### config.mk
export PLATFORM = sky130hd
export DESIGN_NAME = hamming_serial_rx
export DESIGN_NICKNAME = d
export VERILOG_FILES = /design/src/rtl/hamming_pkg.sv /design/src/rtl/hamming_secded_dec.sv /design/src/rtl/hamming_serial_rx.sv
export SDC_FILE = /design/constraint.sdc
export NUM_CORES = 1
export LEC_CHECK = 0
export BUFFER_PORTS_ARGS = -buffer_cell sky130_fd_sc_hd__buf_4
export CORE_MARGIN = 2
export CORE_UTILIZATION = 65
export DETAILED_ROUTE_END_ITERATION = 8
export GPL_ROUTABILITY_DRIVEN = 0
export GPL_TIMING_DRIVEN = 0
export PLACE_DENSITY_LB_ADDON = 0.08
export SLEW_MARGIN = 0
export SYNTH_ARGS = -nofsm -noshare
export SYNTH_HDL_FRONTEND = slang
export SYNTH_SLANG_ARGS = --single-unit
### constraint.sdc
create_clock -name clk -period 4.4 [get_ports clk]
set_input_delay 0.88 -clock clk [delete_from_list [all_inputs] [get_ports clk]]
set_output_delay 0.88 -clock clk [all_outputs]
set_load 0.02 [all_outputs]
### src/rtl/hamming_pkg.sv
// rtl/hamming_pkg.sv - shared types, codeword layout and Hamming(12,8)+parity helpers
package hamming_pkg;

    localparam int CW_W = 13;

    typedef logic [CW_W-1:0] codeword_t;

    localparam int DATA_POS [8] = '{3, 5, 6, 7, 9, 10, 11, 12};

    typedef enum logic [1:0] {
        S_IDLE,
        S_SHIFT,
        S_DECODE
    } rx_state_t;

    typedef struct packed {
        logic [7:0] data;
        logic       corrected;
        logic       uncorr;
    } rx_entry_t;

    function automatic logic [3:0] hamming_syndrome(input codeword_t cw);
        logic [3:0] s;
        s = '0;
        for (int i = 1; i < CW_W; i++) begin
            if (cw[i]) s = s ^ 4'(i);
        end
        return s;
    endfunction

    // With parity positions zero, the syndrome bits are exactly the parity bits needed.
    function automatic codeword_t hamming_encode(input logic [7:0] d);
        codeword_t  cw;
        logic [3:0] s;
        cw = '0;
        for (int k = 0; k < 8; k++) begin
            cw[DATA_POS[k]] = d[k];
        end
        s = hamming_syndrome(cw);
        cw[1] = s[0];
        cw[2] = s[1];
        cw[4] = s[2];
        cw[8] = s[3];
        cw[0] = ^cw[CW_W-1:1];
        return cw;
    endfunction

endpackage

### src/rtl/hamming_secded_dec.sv
// rtl/hamming_secded_dec.sv - combinational SECDED decode of one 13-bit codeword
module hamming_secded_dec
    import hamming_pkg::*;
(
    input  codeword_t  cw,
    output logic [7:0] data,
    output logic       corrected,
    output logic       uncorr
);

    logic [3:0] syn;
    logic       q;
    codeword_t  fixed;

    always_comb begin
        syn       = hamming_syndrome(cw);
        q         = ^cw;
        fixed     = cw;
        corrected = 1'b0;
        uncorr    = 1'b0;
        if (q) begin
            if (syn == 4'd0) begin
                corrected = 1'b1;
            end else if (syn <= 4'd12) begin
                fixed[syn] = ~cw[syn];
                corrected  = 1'b1;
            end else begin
                uncorr = 1'b1;
            end
        end else if (syn != 4'd0) begin
            uncorr = 1'b1;
        end
        for (int k = 0; k < 8; k++) begin
            data[k] = fixed[DATA_POS[k]];
        end
    end

endmodule

### src/rtl/hamming_serial_rx.sv
// rtl/hamming_serial_rx.sv - serial SECDED receiver with output FIFO and saturating statistics
module hamming_serial_rx
    import hamming_pkg::*;
#(
    parameter int FIFO_DEPTH = 4,
    parameter int CNT_W      = 8
) (
    input  logic             clk,
    input  logic             rst,
    input  logic             bit_valid,
    input  logic             bit_in,
    input  logic             sof,
    output logic             out_valid,
    input  logic             out_ready,
    output logic [7:0]       out_data,
    output logic             out_corrected,
    output logic             out_uncorr,
    output logic             busy,
    input  logic             clr_stats,
    output logic [CNT_W-1:0] corr_cnt,
    output logic [CNT_W-1:0] uncorr_cnt,
    output logic [CNT_W-1:0] drop_cnt
);

    localparam int AW = $clog2(FIFO_DEPTH);

    rx_state_t  state;
    codeword_t  sr;
    logic [3:0] idx;

    logic [7:0] dec_data;
    logic       dec_corr;
    logic       dec_uncorr;

    hamming_secded_dec u_dec (
        .cw        (sr),
        .data      (dec_data),
        .corrected (dec_corr),
        .uncorr    (dec_uncorr)
    );

    rx_entry_t   mem [FIFO_DEPTH];
    logic [AW:0] wr_ptr, rd_ptr;
    logic        empty, full, push, pop, push_ok, abort, fifo_drop;

    assign empty     = (wr_ptr == rd_ptr);
    assign full      = (wr_ptr[AW] != rd_ptr[AW]) && (wr_ptr[AW-1:0] == rd_ptr[AW-1:0]);
    assign pop       = out_valid && out_ready;
    assign push      = (state == S_DECODE);
    assign push_ok   = push && (!full || pop);
    assign fifo_drop = push && full && !pop;
    assign abort     = (state == S_SHIFT) && bit_valid && sof;

    assign out_valid     = !empty;
    assign out_data      = mem[rd_ptr[AW-1:0]].data;
    assign out_corrected = mem[rd_ptr[AW-1:0]].corrected;
    assign out_uncorr    = mem[rd_ptr[AW-1:0]].uncorr;
    assign busy          = (state != S_IDLE);

    always_ff @(posedge clk or posedge rst) begin
        if (rst) begin
            state <= S_IDLE;
            sr    <= '0;
            idx   <= '0;
        end else begin
            case (state)
                S_IDLE: begin
                    if (bit_valid && sof) begin
                        sr    <= {12'b0, bit_in};
                        idx   <= 4'd1;
                        state <= S_SHIFT;
                    end
                end
                S_SHIFT: begin
                    if (bit_valid && sof) begin
                        sr  <= {12'b0, bit_in};
                        idx <= 4'd1;
                    end else if (bit_valid) begin
                        sr[idx] <= bit_in;
                        idx     <= idx + 4'd1;
                        if (idx == 4'd12) state <= S_DECODE;
                    end
                end
                S_DECODE: state <= S_IDLE;
                default:  state <= S_IDLE;
            endcase
        end
    end

    always_ff @(posedge clk or posedge rst) begin
        if (rst) begin
            wr_ptr <= '0;
            rd_ptr <= '0;
            for (int i = 0; i < FIFO_DEPTH; i++) mem[i] <= '0;
        end else begin
            if (push_ok) begin
                mem[wr_ptr[AW-1:0]] <= '{data: dec_data, corrected: dec_corr, uncorr: dec_uncorr};
                wr_ptr              <= wr_ptr + 1'b1;
            end
            if (pop) rd_ptr <= rd_ptr + 1'b1;
        end
    end

    // Counters track every decoded frame, even ones the full FIFO then drops.
    always_ff @(posedge clk or posedge rst) begin
        if (rst) begin
            corr_cnt   <= '0;
            uncorr_cnt <= '0;
            drop_cnt   <= '0;
        end else if (clr_stats) begin
            corr_cnt   <= '0;
            uncorr_cnt <= '0;
            drop_cnt   <= '0;
        end else begin
            if (push && dec_corr && corr_cnt != '1)     corr_cnt   <= corr_cnt + 1'b1;
            if (push && dec_uncorr && uncorr_cnt != '1) uncorr_cnt <= uncorr_cnt + 1'b1;
            if ((abort || fifo_drop) && drop_cnt != '1) drop_cnt   <= drop_cnt + 1'b1;
        end
    end

endmodule

==> out/qor.log <==
[status] run status finished, final reports clean
[place] final HPWL from detailed placement 7665 um
[pwr] Peak supply drop 0.0003488 V
[timing] minimum setup slack in the final design 1246 ps
[min_path] number of cells traversed by the worst hold path 2
[grt] global-route wire length before repair 17640 um
[clock_tree] number of hold buffers added after CTS 0
[synth] Most used DFF post-synth dfrtp_1
[timing] clock skew 13.06 ps
[synth] number of synthesized flops with an enable pin 0
[timing] max-slew headroom at the worst pin 43.36%
[timing] number of pins with negative max-slew slack in the final report 0
[routing] routed length per placed instance 16.71 um
[critical_path] FF-to-FF End uncorr_cnt[7]
[critical_path] startpoint types register
[synth] number of different library cells in the post-synthesis netlist 58
[synth] flops & latches, synth 89
[critical_path] Crit-path slowest cell buf_1
[grt] GRT Resource Usage Total 26.26%
[place] post-placement worst setup slack 1174 ps
[timing] final clock period utilization by the worst path 71.67%
[final_layout] Net count, final 534
[grt] via count of the first global-routing pass 3725
[pwr] Internal Dissipation 1.759 mW
[die] overall die area 8641 sq um
[final_layout] layout cell share with drive strength beyond 1 25.19%
[critical_path] critical path arrival 2270 ps
[die] Starting Density 66.91%
[grt] antenna violations before repair 0
[place] Post-Place Cell Area 5617 sq um
[critical_path] worst path required time 3520 ps
[final_layout] filler instances 561
[clock_tree] Skew-Pair Late Insertion Delay 360 ps
[routing] aggregate routed wire length 10400 um
[die] number of rows created at floorplan 32
[pwr] switching power share of the total 40.78%
[critical_path] depth of the worst register-to-register path 8
[timing] setup TNS 0 ps
[routing] number of DRC violations after detailed routing 0
[critical_path] worst r2r src sr[9]
[clock_tree] clock root buffer clkbuf_8
[final_layout] most frequent cells in the layout 89 x dfrtp_1, 42 x buf_4, 34 x mux2_2
[critical_path] Reg2Reg Setup Slack 1530 ps
[timing] final critical path time including I/O delays and setup 3154 ps
[routing] number of vias per cell 6.000
[min_path] hold_sp mem[26]
[routing] vias after detailed routing 3732
[min_path] type of the most critical hold path register to register
[synth] yosys synthesis warning count 0
[die] Die Y-Extent 92.96 um
[clock_tree] buffers inserted during post-CTS setup optimization 0
[synth] post-synthesis average cell area 11.16 sq um
[clock_tree] Clock Sink Count 89
[pwr] combinational fraction of design power 49.8%
[synth] Netlist Area Pre-Place 5144 sq um
[job] number of maximum-capacitance violations 0
[routing] number of DRC markers in iteration 0 190
[clock_tree] number of cells upsized or downsized after cts 0
[clock_tree] largest buffer count on any clock path 2
[synth] synthesized netlist cell count 461
[critical_path] type of the worst setup path register to output pin
[die] die width 92.96 um
[clock_tree] clock tree from TritonCTS built
[clock_tree] Max H-tree Level 3
[final_layout] synth-to-layout area growth 13.11%
[pwr] Final Power 2.970 mW
[pwr] Leakage Power 2.653 nW
[synth] register area share after synthesis 43.30%
[critical_path] Worst path max stage delay 670 ps
[die] Core Area 7687 sq um
[clock_tree] clock-pin slew on the worst setup and hold paths 100 ps
[critical_path] total buffers and inverters traversed by the critical path 2
[die] # IOs 43
[grt] pin count of the biggest net entering global routing 62
[min_path] Worst Hold End mem[26]
[place] count of input and output buffers 42
[synth] Async SR Flop Fraction 100.0%
[pwr] Clk network pwr share 19.3%
[critical_path] Setup crit start rd_ptr[0]
[final_layout] Antenna Cells 0
[timing] RSZ-0062 raised after global routing false
[timing] number of failing hold endpoints at the final stage 0
[critical_path] largest delay contributor family on the critical path buffers and inverters
[synth] Synth Net Count 480
[critical_path] critical path capture point type output pin
[critical_path] Crit Path Max Fanout 10
[grt] Overflow after GRT 0
[final_layout] Design Area, Final 5818 sq um
[timing] Max Freq 0.3171 GHz
[pwr] Power Density 510.4 nW/um^2
[routing] number of nets with antenna violations after detailed routing 0
[pwr] total net switching power 1.211 mW
[timing] pin slew with the least headroom to its limit 849.6 ps
[pwr] sequential fraction of design power 31.0%
[critical_path] critical-path cell list buf_1 > mux4_2 > buf_4
[timing] Final setup violation count 0
[routing] number of iterations in the first detailed-routing pass 5
[final_layout] most common library cell in the layout ignoring fill and taps dfrtp_1
[timing] Worst Hold Slack 484.5 ps
[clock_tree] number of buffers created by CTS 9
==> power groups by stage <==
| stage | clock [mW] | combinational (mW) | sequential (mW) |
|---|---|---|---|
| detailed placement | 0 | 1.45 | 0.936 |
| global route | 0.617 | 1.61 | 0.928 |
| global placement | 0 | 1.41 | 0.934 |
| floorplan | 0 | 1.18 | 0.926 |
| finish | 0.572 | 1.48 | 0.920 |
| CTS | 0.585 | 1.47 | 0.919 |
==> registers in the layout, indices dropped and copies added, names as in the netlist <==
signal      cells
corr_cnt        8
idx             4
sr             13
drop_cnt        8
wr_ptr          3
mem            40
uncorr_cnt      8
state           2
rd_ptr          3
==> cell families after synthesis <==
logic type      count (synthesis)  synth area share [%]
buf+inv                        32                 3.284
compound gates                 87                 11.17
xor+xnor                       50                 12.48
flops                          89                 43.30
simple gates                  138                 13.18
mux                            50                 13.09
fa+ha+maj                      15                 3.503
==> synthesized netlist by cell type, types with 3 or more instances <==
library cell / n / area, sq um
a21oi_1: 23 / 115.1
inv_1: 12 / 45.04
xnor2_1: 20 / 175.2
dfrtp_1: 89 / 2227
mux4_2: 10 / 225.2
or4_1: 6 / 45.04
xor2_1: 13 / 113.9
nand2b_1: 3 / 18.77
maj3_1: 3 / 30.03
nor2b_1: 3 / 18.77
or3_1: 7 / 43.79
mux2_2: 34 / 382.9
nor3_1: 4 / 20.02
mux2i_1: 5 / 50.05
nand4_1: 8 / 50.05
clkbuf_1: 11 / 41.29
o21ai_0: 27 / 135.1
xnor3_4: 3 / 78.83
xnor2_2: 7 / 113.9
xnor3_1: 3 / 67.56
a31oi_1: 8 / 50.05
nand3_1: 31 / 155.2
clkbuf_8: 3 / 41.29
nor2_1: 29 / 108.9
a41oi_1: 3 / 26.28
o31ai_1: 9 / 67.56
and3_1: 6 / 37.54
nand2_1: 33 / 123.9
ha_1: 12 / 150.1
==> through the flow <==
stage               cells  util, %
finish                622    75.68
floorplan             461        -
global placement      605    72.67
global route          622    75.68
detailed placement    606    73.06
CTS                   622    75.68
==> final cells by class <==
class                   count  area, sq um  area share [%]
multi-input cells         340         2748           47.23
flip-flops and latches     89         2227           38.28
repair buffers             43        342.8           5.892
clock buffers              10        127.6           2.194
well taps                 102        127.6           2.194
plain buffers              20        123.9           2.129
clock inverters             6        73.82           1.269
inverters                  12        47.55          0.8172
==> routing by layer <==
metal,wire [um],track usage (%),vias up
li1,-,-,1791
met1,4385,32.78,1821
met2,5268,45.41,100
met3,517,4.963,20
met4,223,10.05,0
met5,0,0,-
==> worst reg2reg max path: cells and delay by family, from the launching register on <==
family	cells	cell delay [ps]
buffers and inverters	1	180
AOI/OAI and AO/OA	3	610
xor gates and xnor gates	2	1050
and+or+nand+nor	2	610
DFF	1	360
==> worst max-delay path by stage <==
stage             endpoint  slack, ps  cells past startpoint
5_1_grt         out_uncorr       1070                      3
4_1_cts        out_data[0]       1180                      3
6_report        out_uncorr       1250                      3
3_5_place_dp        mem[1]       1170                      6
3_3_place_gp   drop_cnt[0]        230                      2
2_1_floorplan  corr_cnt[0]       1210                      1
Note: power is estimated with default switching activity, not from simulation.
